--- src/rtl/keypad_scan_tdm.sv ---
// 4x4 matrix keypad scanner: drives one column low at a time, debounces whole
// scans and emits one-cycle press events plus a four-digit history for display.
module keypad_scan_tdm #(
    parameter int SCAN_DIV = 100000,
    parameter int DEBOUNCE = 4
) (
    input  logic        clk,
    input  logic        rst,
    input  logic [3:0]  row,
    output logic [3:0]  col,
    output logic [3:0]  key_code,
    output logic        key_valid,
    output logic        key_down,
    output logic [15:0] digits
);

    localparam int DIV_W = (SCAN_DIV > 1) ? $clog2(SCAN_DIV) : 1;
    localparam logic [DIV_W-1:0] DIV_LAST = DIV_W'(SCAN_DIV - 1);
    localparam logic [3:0] DEB = 4'(DEBOUNCE);

    // MULTI collapses to NONE at decode time, so a result is either NONE or KEY(code)
    typedef struct packed {
        logic       is_key;
        logic [3:0] code;
    } res_t;

    localparam res_t RES_NONE = '{is_key: 1'b0, code: 4'h0};

    function automatic logic [3:0] key_map(input logic [1:0] c, input logic [1:0] r);
        logic [3:0] code;
        case ({r, c})
            4'h0: code = 4'h1;
            4'h1: code = 4'h2;
            4'h2: code = 4'h3;
            4'h3: code = 4'hA;
            4'h4: code = 4'h4;
            4'h5: code = 4'h5;
            4'h6: code = 4'h6;
            4'h7: code = 4'hB;
            4'h8: code = 4'h7;
            4'h9: code = 4'h8;
            4'hA: code = 4'h9;
            4'hB: code = 4'hC;
            4'hC: code = 4'h0;
            4'hD: code = 4'hF;
            4'hE: code = 4'hE;
            4'hF: code = 4'hD;
            default: code = 4'h0;
        endcase
        return code;
    endfunction

    // closed[c*4+r] is set when switch (column c, row r) was seen closed
    function automatic res_t decode(input logic [15:0] closed);
        logic [4:0] n;
        res_t       hit;
        n   = 5'd0;
        hit = RES_NONE;
        for (int i = 0; i < 16; i++) begin
            if (closed[i]) begin
                n   = n + 5'd1;
                hit = '{is_key: 1'b1, code: key_map(2'(i / 4), 2'(i % 4))};
            end else begin
                n   = n;
            end
        end
        return (n == 5'd1) ? hit : RES_NONE;
    endfunction

    logic [3:0]       row_s1_q, row_s1_d, row_s2_q, row_s2_d;
    logic [DIV_W-1:0] div_q, div_d;
    logic [1:0]       idx_q, idx_d;
    logic [3:0]       col_q, col_d;
    logic [15:0]      acc_q, acc_d;
    res_t             res_q, res_d;
    logic             eval_q, eval_d;
    res_t             cand_q, cand_d;
    logic [3:0]       cnt_q, cnt_d;
    res_t             stable_q, stable_d;
    logic [3:0]       key_code_q, key_code_d;
    logic             key_valid_q, key_valid_d;
    logic             key_down_q, key_down_d;
    logic [15:0]      digits_q, digits_d;

    logic [15:0] cur_s;
    res_t        cand_n_s;
    logic [3:0]  cnt_n_s;

    // Next-state: synchronizer, column scan, scan accumulation, debounce and acceptance
    always_comb begin
        row_s1_d    = row;
        row_s2_d    = row_s1_q;
        div_d       = div_q;
        idx_d       = idx_q;
        col_d       = col_q;
        acc_d       = acc_q;
        res_d       = res_q;
        eval_d      = 1'b0;
        cand_d      = cand_q;
        cnt_d       = cnt_q;
        stable_d    = stable_q;
        key_code_d  = key_code_q;
        key_valid_d = 1'b0;
        key_down_d  = key_down_q;
        digits_d    = digits_q;
        cand_n_s    = cand_q;
        cnt_n_s     = cnt_q;
        cur_s       = {12'h000, ~row_s2_q} << {idx_q, 2'b00};

        if (div_q == DIV_LAST) begin
            div_d = '0;
            idx_d = idx_q + 2'd1;
            col_d = ~(4'b0001 << idx_d);
            if (idx_q == 2'd3) begin
                res_d  = decode(acc_q | cur_s);
                acc_d  = 16'h0000;
                eval_d = 1'b1;
            end else begin
                acc_d  = acc_q | cur_s;
            end
        end else begin
            div_d = div_q + DIV_W'(1);
        end

        // One cycle after the scan result lands, fold it into the debouncer
        if (eval_q) begin
            if (res_q == cand_q) begin
                cand_n_s = cand_q;
                cnt_n_s  = (cnt_q < DEB) ? cnt_q + 4'd1 : cnt_q;
            end else begin
                cand_n_s = res_q;
                cnt_n_s  = 4'd1;
            end
            cand_d = cand_n_s;
            cnt_d  = cnt_n_s;
            if ((cnt_n_s == DEB) && (cand_n_s != stable_q)) begin
                stable_d = cand_n_s;
                if (cand_n_s.is_key) begin
                    key_code_d  = cand_n_s.code;
                    digits_d    = {digits_q[11:0], cand_n_s.code};
                    key_down_d  = 1'b1;
                    key_valid_d = 1'b1;
                end else begin
                    key_down_d  = 1'b0;
                end
            end else begin
                stable_d = stable_q;
            end
        end else begin
            cand_d = cand_q;
        end
    end

    // State register with synchronous reset; idle rows read as all-high
    always_ff @(posedge clk) begin
        if (rst) begin
            row_s1_q    <= 4'hF;
            row_s2_q    <= 4'hF;
            div_q       <= '0;
            idx_q       <= 2'd0;
            col_q       <= 4'b1110;
            acc_q       <= 16'h0000;
            res_q       <= RES_NONE;
            eval_q      <= 1'b0;
            cand_q      <= RES_NONE;
            cnt_q       <= 4'd0;
            stable_q    <= RES_NONE;
            key_code_q  <= 4'h0;
            key_valid_q <= 1'b0;
            key_down_q  <= 1'b0;
            digits_q    <= 16'h0000;
        end else begin
            row_s1_q    <= row_s1_d;
            row_s2_q    <= row_s2_d;
            div_q       <= div_d;
            idx_q       <= idx_d;
            col_q       <= col_d;
            acc_q       <= acc_d;
            res_q       <= res_d;
            eval_q      <= eval_d;
            cand_q      <= cand_d;
            cnt_q       <= cnt_d;
            stable_q    <= stable_d;
            key_code_q  <= key_code_d;
            key_valid_q <= key_valid_d;
            key_down_q  <= key_down_d;
            digits_q    <= digits_d;
        end
    end

    assign col       = col_q;
    assign key_code  = key_code_q;
    assign key_valid = key_valid_q;
    assign key_down  = key_down_q;
    assign digits    = digits_q;

endmodule

--- config.mk ---
export PLATFORM = sky130hd
export DESIGN_NAME = keypad_scan_tdm
export DESIGN_NICKNAME = d
export VERILOG_FILES = /design/src/rtl/keypad_scan_tdm.sv
export SDC_FILE = /design/constraint.sdc
export NUM_CORES = 1
export LEC_CHECK = 0
export ABC_AREA = 1
export CORE_MARGIN = 2
export CORE_UTILIZATION = 25
export DETAILED_ROUTE_END_ITERATION = 12
export PLACE_DENSITY = 0.51
export RECOVER_POWER = 50
export SLEW_MARGIN = 5
export SYNTH_ARGS = -nofsm -noshare
export SYNTH_HDL_FRONTEND = slang
export SYNTH_SLANG_ARGS = --single-unit
--- constraint.sdc ---
create_clock -name clk -period 13.4 [get_ports clk]
set_input_delay 1.34 -clock clk [delete_from_list [all_inputs] [get_ports clk]]
set_output_delay 1.34 -clock clk [all_outputs]
set_load 0.02 [all_outputs]
==> impl_metrics.yaml <==
outcome:
  status: "finished, final reports clean"
clock_tree:
  clkSinkCount: 84
  htreeDepth: 3
  root_buffer: "clkbuf_16"
  clockBufferDepth: 2
  cts.repair.resized: 0
  cts_hold_buf: 0
  cts_buffers: 9
  post_cts_buffers: 0
  tritoncts: "done"
  path_clk_slew_ns: 0.06
  clock_latency_ns: 0.33
finish:
  diodes: 0
  postLayoutCellArea_sq_um: 6370
  regArea_sq_um: 1680
  fillCellCount: 2478
  layout_commonest_cell: "nand2_1"
  final_cell_mix: "nand2_1 (161), inv_1 (140), dfxtp_1 (84)"
  final_util_pct: 29.3
  layout-drive-gt1-share_pct: 14.6
  area_growth_pct: 15.1
  fin_nets: 875
  multi_input_area_sq_um: 3170
synth:
  synthArstFlopShare_pct: 0
  synth_area_per_cell_sq_um: 6.75
  synthMuxAreaShare_pct: 0
  yosys.area_share.simple_pct: 39.7
  syn_area_sq_um: 5540
  seq_area_frac_synth_pct: 30.4
  yosysUniqueCellTypes: 41
  synth_top_family_by_area: "simple AND/OR/NAND/NOR gates"
  synthXorXnorAreaFrac_pct: 1.74
  synthFlopType: "dfxtp_1"
  synth_cells: 821
  synth_seq_cells: 84
  synth_compound_area_share_pct: 10.3
  synthAdderAreaFrac_pct: 5.42
  synthesis.nets: 851
  yosys_warnings: 0
  synth_edf_count: 0
sta:
  min_period_over_period_pct: 63.8
  worstMarginPinSlew_ns: 1.01
  finalHoldViolations: 0
  timing.fmax_mhz: 117
  slew_violations: 0
  grt_setup_unrepaired: "no"
  setup_violations: 0
  clock_skew_ns: 0.00979
  finalWorstPathRequiredPeriod_ns: 8.55
  max-slew-margin-rel_pct: 32.7
  timing.hold.ws_ns: 0.412
  tns_ns: 0
die:
  die_w_microns: 153
  initial_core_util_pct: 25.5
  core_sq_um: 21800
  dieHeight_microns: 153
  dieArea_sq_um: 23400
  rows: 54
  ioPinCount: 32
power_and_ir_drop:
  power.density_nw_per_um2: 81.3
  p_sw_share_pct: 23.7
  switchingPower_uw: 123
  clkPwrFrac_pct: 43.9
  leakagePower_nw: 3.11
  vdd_ir_drop_max_v: 0.0000626
  p_int_uw: 395
  seq_power_share_pct: 48.8
  p_comb_share_pct: 7.3
  total_power_uw: 518
setup_path:
  critPathMaxStageDelay_ns: 0.64
  worstSetupEndpointType: "register"
  arrival_ns: 8.83
  crit_path_frequent_cell: "nand2_1"
  crit_type: "reg -> reg"
  cpMaxStageDelayCell: "dfxtp_1"
  cp_max_fo: 13
  required_ns: 13.68
  start_kind: "register"
placed_design:
  numPortBuffers: 31
  placed_area_sq_um: 6100
  place.detailed.hpwl_mm: 8.89
  gp_congestion: 0.755
grt:
  grtUsageTotal_pct: 10.3
  grt_use_met3_pct: 1.81
  antenna_found_initial: 0
  grt_pass1_wl_mm: 20.8
  gr-max-usage-layer: "met2"
  grtUsageMet2_pct: 16.6
  grt_pass1_vias: 4696
  grt_max_degree: 24
  overflow: 0
  grtUsageMet1_pct: 14.0
detailed_routing:
  drtPass1Iterations: 4
  drt-wirelength-per-cell_microns: 10.3
  first_iter_violations: 293
  ant_nets: 0
  detail_route.vias_per_cell: 4.30
  vias: 4855
  route.detailed.drc: 0
  routed_wl_mm: 11.6
min_path:
  min_path_type: "reg -> reg"
job:
  maxCapViolations: 0
## synth_stat cells, types with 4 or more instances
| library cell | instances | area share (%) |
|---|---|---|
| xor2_1 | 8 | 1.3 |
| nor4_1 | 10 | 1.1 |
| nand3b_1 | 5 | 0.68 |
| inv_2 | 8 | 0.54 |
| nand2_1 | 161 | 11 |
| nand3_2 | 27 | 4.9 |
| a211oi_1 | 6 | 0.81 |
| nand3_1 | 63 | 5.7 |
| clkbuf_1 | 13 | 0.88 |
| ha_1 | 24 | 5.4 |
| dfxtp_1 | 84 | 30 |
| inv_1 | 140 | 9.5 |
| a31oi_1 | 4 | 0.45 |
| nor2_1 | 65 | 4.4 |
| o21ai_0 | 51 | 4.6 |
| or2_2 | 12 | 1.4 |
| buf_4 | 4 | 0.54 |
| nand4_1 | 6 | 0.68 |
| nand2_2 | 37 | 4.2 |
| nand2_4 | 10 | 2.0 |
| a21oi_1 | 35 | 3.2 |
| nor3_1 | 19 | 1.7 |
## per-layer routing
layer	up-vias	share of wire, %
met3	6	2.5
met1	2134	54
met5	-	0
li1	2667	-
met2	48	43
met4	0	0.80
## critical path: cells and delay by family (launching register included)
| family | cells | cell delay [ns] |
|---|---|---|
| buf+inv | 6 | 0.37 |
| flops | 1 | 0.64 |
| fa+ha+maj | 14 | 3.97 |
| compound gates | 2 | 0.18 |
| simple gates | 32 | 3.30 |
## power groups by stage
stage / clock [mW] / sequential, mW / combinational, mW
2_1_floorplan: 0 / 0.258 / 0.0309
3_3_place_gp: 0 / 0.258 / 0.0382
3_5_place_dp: 0 / 0.258 / 0.0383
4_1_cts: 0.235 / 0.253 / 0.0385
5_1_grt: 0.246 / 0.253 / 0.0442
6_report: 0.228 / 0.253 / 0.0379
## logic make-up (layout without fill, tap and decap cells)
logic type                 count (synthesis)  count (layout)
and+or+nand+nor                          426             426
buffers and inverters                    171             200
DFF                                       84              84
adders and majority gates                 24              24
xor gates and xnor gates                  11              11
AOI/OAI and AO/OA                        105             105
## metrics by stage
| stage | cells | setup slack, ns |
|---|---|---|
| finish | 1130 | 4.85 |
| global route | 1130 | 4.07 |
| CTS | 1130 | 4.79 |
| detailed placement | 1114 | 4.83 |
| global placement | 1114 | 5.05 |
| floorplan | 821 | 5.20 |
## layout make-up
cell class	instances	share of cell area [%]
Clock buffer	12	3.87
Clock inverter	4	0.393
Inverter	151	9.09
Multi-Input combinational cell	566	49.7
Sequential cell	84	26.4
Tap cell	280	5.50
Timing Repair Buffer	33	5.10
## registers in the layout, summed over array words and instances (netlist names), 2 cells and up
register	cells
cnt_q	4
idx_q	2
row_s2_q	4
res_q	5
stable_q	5
col	4
div_q	17
cand_q	5
acc_q	16
key_code	3
digits	13
row_s1_q	4
## worst paths after layout
path | depth (start not counted) | start | slack, ns | to
worst max register to register | 54 | idx_q[1] | 4.85 | res_q[3]
worst min-delay path | 1 | row_s1_q[3] | 0.41 | row_s2_q[3]
worst min register to register | 1 | row_s1_q[3] | 0.41 | row_s2_q[3]
worst max-delay path | 54 | idx_q[1] | 4.85 | res_q[3]
No activity file was read; power rests on OpenSTA's default activity.
